`src/rtl/alu_pkg.sv`:
```
// Shared opcode encodings and FSM state type for the multi-cycle ALU.
package alu_pkg;

   localparam logic [3:0] OP_ADD  = 4'b0000;
   localparam logic [3:0] OP_SUB  = 4'b0001;
   localparam logic [3:0] OP_MUL  = 4'b0010;
   localparam logic [3:0] OP_DIV  = 4'b0011;
   localparam logic [3:0] OP_SHL  = 4'b0100;
   localparam logic [3:0] OP_SHR  = 4'b0101;
   localparam logic [3:0] OP_GT   = 4'b0110;
   localparam logic [3:0] OP_LT   = 4'b0111;
   localparam logic [3:0] OP_EQ   = 4'b1000;
   localparam logic [3:0] OP_AND  = 4'b1001;
   localparam logic [3:0] OP_OR   = 4'b1010;
   localparam logic [3:0] OP_NAND = 4'b1011;
   localparam logic [3:0] OP_NOR  = 4'b1100;

   typedef enum logic [1:0] {
      IDLE = 2'd0,
      BUSY = 2'd1,
      DONE = 2'd2
   } state_t;

   // True for the opcodes handled by the iterative datapath.
   function automatic logic is_iter(input logic [3:0] op);
      return (op == OP_MUL) || (op == OP_DIV);
   endfunction

endpackage

```
`src/rtl/alu_mc_iter.sv`:
```
// Iterative one-bit-per-cycle datapath shared by unsigned multiply (shift-add)
// and unsigned divide (restoring). lo/hi present the post-step values.
module alu_mc_iter
   import alu_pkg::*;
#(
   parameter int unsigned WIDTH = 32
) (
   input  logic             clk,
   input  logic             rst_n,
   input  logic             start,
   input  logic             is_div,
   input  logic [WIDTH-1:0] x,
   input  logic [WIDTH-1:0] y,
   output logic             done_c,
   output logic [WIDTH-1:0] lo_c,
   output logic [WIDTH-1:0] hi_c
);

   localparam int unsigned CW = $clog2(WIDTH) + 1;

   logic [WIDTH-1:0] acc;
   logic [WIDTH-1:0] q;
   logic [WIDTH-1:0] yr;
   logic             div_r;
   logic [CW-1:0]    cnt;

   logic [WIDTH:0]   sum;
   logic [WIDTH:0]   shifted;
   logic [WIDTH:0]   diff;
   logic             ge;
   logic [WIDTH-1:0] acc_n;
   logic [WIDTH-1:0] q_n;

   // One step: mul adds the multiplicand and shifts {acc,q} right;
   // div shifts {acc,q} left and keeps the subtraction if it does not borrow.
   always_comb begin
      sum     = {1'b0, acc} + {1'b0, (q[0] ? yr : {WIDTH{1'b0}})};
      shifted = {acc, q[WIDTH-1]};
      ge      = shifted >= {1'b0, yr};
      diff    = shifted - {1'b0, yr};
      if (div_r) begin
         acc_n = ge ? diff[WIDTH-1:0] : shifted[WIDTH-1:0];
         q_n   = {q[WIDTH-2:0], ge};
      end else begin
         acc_n = sum[WIDTH:1];
         q_n   = {sum[0], q[WIDTH-1:1]};
      end
   end

   assign done_c = (cnt == CW'(1));
   assign lo_c   = q_n;
   assign hi_c   = acc_n;

   always_ff @(posedge clk or negedge rst_n) begin
      if (!rst_n) begin
         acc   <= '0;
         q     <= '0;
         yr    <= '0;
         div_r <= 1'b0;
         cnt   <= '0;
      end else if (start) begin
         acc   <= '0;
         q     <= x;
         yr    <= y;
         div_r <= is_div;
         cnt   <= CW'(WIDTH);
      end else if (cnt != '0) begin
         acc <= acc_n;
         q   <= q_n;
         cnt <= cnt - CW'(1);
      end
   end

endmodule

```
`src/rtl/alu_mc.sv`:
```
// Multi-cycle ALU: valid/ready request, single-cycle ops registered at accept,
// iterative mul/div, result held in DONE until the consumer takes it.
module alu_mc
   import alu_pkg::*;
#(
   parameter int unsigned WIDTH = 32,
   parameter int unsigned SHW   = $clog2(WIDTH)
) (
   input  logic             clk,
   input  logic             rst_n,
   input  logic             in_valid,
   output logic             in_ready,
   input  logic [3:0]       opselect,
   input  logic [WIDTH-1:0] x,
   input  logic [WIDTH-1:0] y,
   output logic             out_valid,
   input  logic             out_ready,
   output logic [WIDTH-1:0] res,
   output logic             v,
   output logic             zero
);

   state_t state;
   state_t state_nxt;

   logic             is_div_q;
   logic             divz_q;

   logic             start_c;
   logic             wr_c;
   logic [WIDTH-1:0] wr_res_c;
   logic             wr_v_c;

   logic [WIDTH-1:0] sc_res_c;
   logic             sc_v_c;
   logic [WIDTH-1:0] sum_c;
   logic [WIDTH-1:0] dif_c;

   logic             it_done_c;
   logic [WIDTH-1:0] it_lo_c;
   logic [WIDTH-1:0] it_hi_c;

   alu_mc_iter #(.WIDTH(WIDTH)) u_iter (
      .clk    (clk),
      .rst_n  (rst_n),
      .start  (start_c),
      .is_div (opselect == OP_DIV),
      .x      (x),
      .y      (y),
      .done_c (it_done_c),
      .lo_c   (it_lo_c),
      .hi_c   (it_hi_c)
   );

   // Single-cycle datapath, evaluated on the live operands at the handshake.
   always_comb begin
      sum_c    = x + y;
      dif_c    = x - y;
      sc_res_c = '0;
      sc_v_c   = 1'b0;
      case (opselect)
         OP_ADD: begin
            sc_res_c = sum_c;
            sc_v_c   = (x[WIDTH-1] == y[WIDTH-1]) && (sum_c[WIDTH-1] != x[WIDTH-1]);
         end
         OP_SUB: begin
            sc_res_c = dif_c;
            sc_v_c   = (x[WIDTH-1] != y[WIDTH-1]) && (dif_c[WIDTH-1] != x[WIDTH-1]);
         end
         OP_SHL:  sc_res_c = x << y[SHW-1:0];
         OP_SHR:  sc_res_c = x >> y[SHW-1:0];
         OP_GT:   sc_res_c = {{(WIDTH-1){1'b0}}, ($signed(x) > $signed(y))};
         OP_LT:   sc_res_c = {{(WIDTH-1){1'b0}}, ($signed(x) < $signed(y))};
         OP_EQ:   sc_res_c = {{(WIDTH-1){1'b0}}, (x == y)};
         OP_AND:  sc_res_c = x & y;
         OP_OR:   sc_res_c = x | y;
         OP_NAND: sc_res_c = ~(x & y);
         OP_NOR:  sc_res_c = ~(x | y);
         default: begin
            sc_res_c = '0;
            sc_v_c   = 1'b1;
         end
      endcase
   end

   always_ff @(posedge clk or negedge rst_n) begin
      if (!rst_n) state <= IDLE;
      else        state <= state_nxt;
   end

   // Next-state and result-write selection.
   always_comb begin
      state_nxt = state;
      start_c   = 1'b0;
      wr_c      = 1'b0;
      wr_res_c  = '0;
      wr_v_c    = 1'b0;
      case (state)
         IDLE: begin
            if (in_valid) begin
               if (is_iter(opselect)) begin
                  start_c   = 1'b1;
                  state_nxt = BUSY;
               end else begin
                  wr_c      = 1'b1;
                  wr_res_c  = sc_res_c;
                  wr_v_c    = sc_v_c;
                  state_nxt = DONE;
               end
            end
         end
         BUSY: begin
            if (it_done_c) begin
               wr_c      = 1'b1;
               wr_res_c  = (is_div_q && divz_q) ? {WIDTH{1'b1}} : it_lo_c;
               wr_v_c    = is_div_q ? divz_q : (it_hi_c != '0);
               state_nxt = DONE;
            end
         end
         DONE: begin
            if (out_ready) state_nxt = IDLE;
         end
         default: state_nxt = IDLE;
      endcase
   end

   always_ff @(posedge clk or negedge rst_n) begin
      if (!rst_n) begin
         res       <= '0;
         v         <= 1'b0;
         zero      <= 1'b0;
         in_ready  <= 1'b1;
         out_valid <= 1'b0;
         is_div_q  <= 1'b0;
         divz_q    <= 1'b0;
      end else begin
         in_ready  <= (state_nxt == IDLE);
         out_valid <= (state_nxt == DONE);
         if (start_c) begin
            is_div_q <= (opselect == OP_DIV);
            divz_q   <= (y == '0);
         end
         if (wr_c) begin
            res  <= wr_res_c;
            v    <= wr_v_c;
            zero <= (wr_res_c == '0);
         end
      end
   end

endmodule

```
`config.mk`:
```
export PLATFORM = sky130hd
export DESIGN_NAME = alu_mc
export DESIGN_NICKNAME = d
export VERILOG_FILES = /design/src/rtl/alu_pkg.sv /design/src/rtl/alu_mc_iter.sv /design/src/rtl/alu_mc.sv
export SDC_FILE = /design/constraint.sdc
export NUM_CORES = 1
export LEC_CHECK = 0
export CAP_MARGIN = 20
export CORE_ASPECT_RATIO = 0.9
export CORE_UTILIZATION = 60
export CTS_BUF_LIST = sky130_fd_sc_hd__clkbuf_4 sky130_fd_sc_hd__clkbuf_8
export CTS_CLUSTER_DIAMETER = 30
export DETAILED_ROUTE_END_ITERATION = 10
export GPL_ROUTABILITY_DRIVEN = 1
export PLACE_DENSITY = 0.88
export SETUP_SLACK_MARGIN = 0.3
export SYNTH_ARGS = -nofsm -noshare
export SYNTH_HDL_FRONTEND = slang
export SYNTH_SLANG_ARGS = --single-unit
```
`constraint.sdc`:
```
create_clock -name clk -period 5.21 [get_ports clk]
set_clock_uncertainty 0.05 [all_clocks]
set_input_delay 0.521 -clock clk [delete_from_list [all_inputs] [get_ports clk]]
set_output_delay 0.521 -clock clk [all_outputs]
set_load 0.01 [all_outputs]
```
### Word level (Yosys, flattened, before mapping)

Cells that the tools add are included.

* logic and storage cells: 94
* bits in latches: 0
* input bits: 72
* memory bits (writable): 0
* memories kept: 0
* ROM bits: 0
* bits in registers: 142

* $add $sub $neg: 5
* multipliers: 0
* reduce and logical (&&, ||, !) cells: 13
* eq/ne operators: 21
* divide/modulo/power cells: 0
* muxes and demuxes: 34
* magnitude comparators: 3
* shift operators: 2
* bitwise gates (word level): 4

Operator list (number)
* 2-to-1 mux 32 bit: 12
* one-hot mux 32 bit (11 select lines): 1
* logical NOT 32 bit: 2
* NOT 32 bit: 2
* one-hot mux 32 bit (2 select lines): 1
* subtractor 32 bit: 2
* adder 32 x 32 -> 33 bit: 1
* >= comparator 33 x 32 -> 1 bit: 1
* adder 32 bit: 1
* AND 32 bit: 1
* == test 32 bit: 1
* > comparator 32 bit: 1
* < comparator 32 bit: 1
* bitwise OR 32 bit: 1
* nonzero test 32 bit: 1
* << shifter 32 x 5 -> 32 bit: 1
* >> shifter 32 x 5 -> 32 bit: 1
* == test 4 bit (second input constant): 5
* == test 4 x 3 -> 1 bit (second input constant): 4
* 2-to-1 mux 6 bit: 2
* 2-to-1 mux 1 bit: 10
* OR reduction 9 bit: 1
* == test 4 x 2 -> 1 bit (second input constant): 2
* 2-to-1 mux 2 bit: 4
* 16 further kinds: 23

### Logic depth before layout (Yosys ltp)

* depth in word-level cells: 7
* mapped depth: 19
* depth with buffers taken out: 16

### By module

From an unflattened synthesis, not the netlist that was laid out.

* cell total of the unflattened synthesis: 2815
* area total of the unflattened synthesis: 21317.9 um^2

By module, submodules not included
* alu_mc: area an instance 12040.3 um^2, seq. area each 1002.2 um^2, instances 1, cells each 1697
* alu_mc_iter: area an instance 9277.6 um^2, seq. area each 2577.5 um^2, instances 1, cells each 1118

### Worst setup path before layout

Ideal clock, no wire load.

* path type: input to register
* from: input port y[2]
* to: register zero
* path slack: 0.336 ns
* library setup time: 0.103 ns
* arrival time: 4.721 ns
* cell stages on the path: 19
* cell sequence: clkbuf_1 -> buf_4 -> clkinv_1 -> clkbuf_1 -> clkbuf_1 -> ha_1 -> buf_2 -> a21oi_2 -> o221ai_1 -> a31o_2 -> a311o_1 -> a32o_1 -> o31a_1 -> xnor2_1 -> a221oi_1 -> nor2_1 -> or4_1 -> nand4b_1 -> o41ai_2

* word-level cells in the longest chain between the ends: 7

RTL lines
* start: declaration: RTL line alu_mc.sv:15 `input logic [WIDTH-1:0] y,`
* parallel branches: the longest is 2 deep, another holds subtractor 32 bit
* one-hot mux 32 bit (11 select lines) *: RTL line alu_mc.sv:61 `case (opselect)`
* 2-to-1 mux 32 bit *: RTL line alu_mc.sv:101 `if (is_iter(opselect)) begin`
* 2-to-1 mux 32 bit *: RTL line alu_mc.sv:100 `if (in_valid) begin`
* one-hot mux 32 bit (2 select lines) *: RTL line alu_mc.sv:98 `case (state)`
* logical NOT 32 bit *: RTL line alu_mc.sv:146 `zero <= (wr_res_c == '0);`
* end signal: assignment: RTL line alu_mc.sv:146
* end: declaration: RTL line alu_mc.sv:20 `output logic zero`

Mark *: on every way between the ends.
A chain may end at the register's enable or synchronous reset.

### Final worst setup path

* from: register u_iter.acc[9]
* to: register v

* word-level cells in the longest chain between the ends: 7

RTL lines
* start: declaration: RTL line alu_mc_iter.sv:21 `logic [WIDTH-1:0] acc;`
* start signal: assignment: RTL line alu_mc_iter.sv:68 `acc <= acc_n;`
* subtractor 32 bit / >= comparator 33 x 32 -> 1 bit (equally long branches): RTL line alu_mc_iter.sv:40, alu_mc_iter.sv:39
* 2-to-1 mux 32 bit: RTL line alu_mc_iter.sv:42 `acc_n = ge ? diff[WIDTH-1:0] : shifted[WIDTH-1:0];`
* 2-to-1 mux 32 bit *: RTL line alu_mc_iter.sv:41 `if (div_r) begin`
* nonzero test 32 bit *: RTL line alu_mc.sv:116 `wr_v_c = is_div_q ? divz_q : (it_hi_c != '0);`
* 2-to-1 mux 1 bit *: RTL line alu_mc.sv:116
* 2-to-1 mux 1 bit *: RTL line alu_mc.sv:113 `if (it_done_c) begin`
* one-hot mux 1 bit (2 select lines) *: RTL line alu_mc.sv:98
* end signal: assignment: RTL line alu_mc.sv:145 `v <= wr_v_c;`
* end: declaration: RTL line alu_mc.sv:19 `output logic v,`

Mark *: on every way between the ends. The rest lies on a longest branch, timed or not.

==> out/qor.csv <==
stage;metric;value;unit
synth;yosysSeqAreaShare;17.02;%
timing;hold-worst-slack;0.06761;ns
timing;max_freq;0.2062;GHz
clock_tree;clock_sink_count;142;
synth;ys_ff_latch;142;
timing;timing.final.hold_violations;0;
final_layout;multi_input_comb_area;16000;um2
clock_tree;numCtsBuffers;17;
place;dp_hpwl;75000;um
synth;synth-edff-count;0;
final_layout;stdcell_area;23370;um2
routing;route.vias.total;25243;
clock_tree;cts_hold_buf;0;
floorplan;die_y;179;um
timing;setup_total_neg_slack;0;ns
synth;synthDominantAreaCellType;sky130_fd_sc_hd__dfrtp_1;
routing;totalWireLength;96970;um
global_route;grt_start_max_net_pins;96;
global_route;antenna_found_initial;4;
flow_run;max_cap_viol_count;0;
setup_path;cp-start-kind;register;
synth;netlist.area_leader.share;16.89;%
timing;timing.final.setup_violations;0;
power;power.density_cell_area;550.9;nW/um2
global_route;total_grt_overflow;0;
power;ir_worst_vdd;0.7176;mV
synth;synth-async-reset-ratio;100.0;%
power;finalPower;12.87;mW
synth;synth.distinct_cells;92;
routing;dr.first_iter.drc_count;4183;
synth;synthFlopType;sky130_fd_sc_hd__dfrtp_1;
worst_hold_path;holdCritPathClass;input port to asynchronous set/reset pin;
clock_tree;clk_path_buf_depth;2;
routing;detail_route.wl_per_cell;28.35;um
timing;unrepaired_setup_endpoints_after_global_routing;no;
routing;via_per_inst;7.379;
clock_tree;tritoncts_clock_tree;yes;
synth;most_instantiated_library_cell_after_synthesis;sky130_fd_sc_hd__nand2_1;
timing;final_max_slew_viol_count;0;
clock_tree;cts-root-buf;sky130_fd_sc_hd__clkbuf_8;
routing;first_pass_iters;9;
synth;synth.cell_area;20890;um2
final_layout;final.fill_count;2886;
floorplan;top_level_ports;108;
final_layout;area_delta_synth_final;11.89;%
global_route;wire_length_of_the_first_global_routing_pass;142300;um
status;run_status;finished clean;
synth;synthesis.yosys.warnings;0;
setup_path;path_max_fanout;16;
timing;finalWorstPathRequiredPeriod;4.849;ns
timing;period_utilisation_layout;93.08;%
synth;ys_top_cells_by_area;sky130_fd_sc_hd__dfrtp_1 17%, sky130_fd_sc_hd__ha_1 9.8%, sky130_fd_sc_hd__nand2_1 6.5%, sky130_fd_sc_hd__a21oi_1 6.1%, sky130_fd_sc_hd__mux2i_1 5.8%;
power;static_leakage;10.40;nW
synth;synth_top_cells_by_count;364 x sky130_fd_sc_hd__nand2_1, 253 x sky130_fd_sc_hd__a21oi_1, 250 x sky130_fd_sc_hd__nor2_1;
clock_tree;worst_setup_hold_path_clk_slew;0.10;ns
place;finalWeightedCongestion;1.149;
place;io_buffers;107;
global_route;first_global_vias;23037;
setup_path;worst-setup-path-type;register to register;
routing;antenna_left;0;
timing;slew_of_the_pin_with_the_lowest_slew_margin;1.172;ns
synth;synth.avg_cell_area;7.300;um2
final_layout;layout-drive-gt1-share;10.59;%
synth;synthCells;2861;
setup_path;end_kind;register;
floorplan;std_cell_rows;64;
final_layout;final-seq-area;3560;um2
routing;post-route-drc-count;0;
floorplan;die_width;198.7;um
place;dpl-instance-area;22950;um2
final_layout;fin_nets;3181;
global_route;grt.total_usage;53.97;%
floorplan;die_area;35560;um2
synth;mappedNetlistNets;3100;
floorplan;core_area;34110;um2
timing;worst_slew_margin_rel;21.71;%
setup_path;r2r_cells;14;
clock_tree;clkLatencyLatePin;0.52;ns
floorplan;start_util;61.23;%
setup_path;worstPathArrival;5.20;ns
clock_tree;htreeDepth;4;
setup_path;critPathRequiredTime;5.56;ns
## worst max-delay path: stages (launching register included)
cell and delay, ns:
sky130_fd_sc_hd__dfrtp_1 0.46, sky130_fd_sc_hd__ha_1 0.45, sky130_fd_sc_hd__nand4_1 0.28, sky130_fd_sc_hd__nor3_1 0.65, sky130_fd_sc_hd__and4_1 0.34, sky130_fd_sc_hd__a31o_2 0.19, sky130_fd_sc_hd__nor2_1 0.18, sky130_fd_sc_hd__nand2_1 0.42
sky130_fd_sc_hd__buf_4 0.31, sky130_fd_sc_hd__nand2_1 0.08, sky130_fd_sc_hd__o21ai_0 0.14, sky130_fd_sc_hd__a31oi_1 0.27, sky130_fd_sc_hd__nand4bb_1 0.40, sky130_fd_sc_hd__nor4_2 0.41, sky130_fd_sc_hd__o21ai_1 0.09
## state kept, by name, indices dropped and copies added (netlist names)
signal / cells
state: 2
u_iter.div_r: 1
u_iter.yr: 32
in_ready: 1
zero: 1
divz_q: 1
v: 1
u_iter.acc: 32
u_iter.cnt: 6
res: 32
u_iter.q: 32
out_valid: 1
## per-stage QoR
stage / util, % / instances / worst slack (ns)
after detailed placement: 67.29 / 3385 / 0.1560
after global placement: 67.29 / 3385 / 0.2438
after global routing: 68.47 / 3417 / 0.3338
final: 68.50 / 3421 / 0.3605
after CTS: 68.45 / 3417 / 0.5144
after floorplan: - / 2861 / 0.3358
## final cells by class
class	instances	area share, %
Clock inverter	14	0.6371
Tap cell	462	2.474
Inverter	142	2.281
Clock buffer	18	1.060
Antenna cell	4	0.04283
Timing Repair Buffer	269	9.793
Multi-Input combinational cell	2370	68.48
Sequential cell	142	15.23
## repair_timing
item,4_1_cts,5_1_grt
endpoints found under the setup margin,0,1
resized for setup,0,2
buffers inserted,0,0
endpoints found under the hold margin,0,0
## logic make-up (layout without fill, tap and decap cells)
group,after synthesis,count (layout),share of synthesized area (%)
multiplexers,189,189,10.87
AND/OR/NAND/NOR,968,968,21.41
AO/OA/AOI/OAI,968,968,30.65
XOR/XNOR,78,78,3.271
flip-flops,142,142,17.02
adder cells (fa/ha/maj),167,167,10.15
other,0,4,0
buffers and inverters,349,443,6.631
## path summary, 6_finish.rpt
kind                                    start             to  slack (ns)
worst max-delay path            u_iter.acc[9]              v        0.36
worst min register to register         res[4]         res[4]        0.43
max in group asynchronous               rst_n    u_iter.q[0]        3.76
worst min-delay path                    rst_n  u_iter.cnt[2]        0.07
min in group clk                         y[4]   u_iter.yr[4]        0.34
worst max register to register  u_iter.acc[9]              v        0.36
## layer usage
metal | vias up | part of all wire, % | track usage, %
li1 | 10731 | - | -
met1 | 11737 | 37 | 68.57
met2 | 2262 | 39 | 76.02
met3 | 507 | 16 | 21.12
met4 | 6 | 7.8 | 33.85
met5 | - | 0.038 | 0
## report_power, final
| part | leakage, nW | total [mW] | internal, mW | switching (mW) |
|---|---|---|---|---|
| Clock | 0.208 | 0.954 | 0.411 | 0.544 |
| Combinational | 8.45 | 9.65 | 3.82 | 5.84 |
| Sequential | 1.73 | 2.27 | 1.66 | 0.605 |
| Total | 10.4 | 12.9 | 5.89 | 6.98 |
## cell usage in the layout, fill, tap and decap left out, drive strengths merged, types with 29 or more instances in the layout
cell             n
nand2b          34
ha             163
o21ai          196
nor3            61
a21oi          254
and2            46
xnor2           59
nand3           56
dfrtp          141
o211ai          75
nor2           250
buf            169
nand2          364
clkdlybuf4s50  100
a21o            72
mux2i          121
a211oi          56
nor4            29
mux2            42
a31oi           35
inv            150
Note: power is estimated with default switching activity, not from simulation.
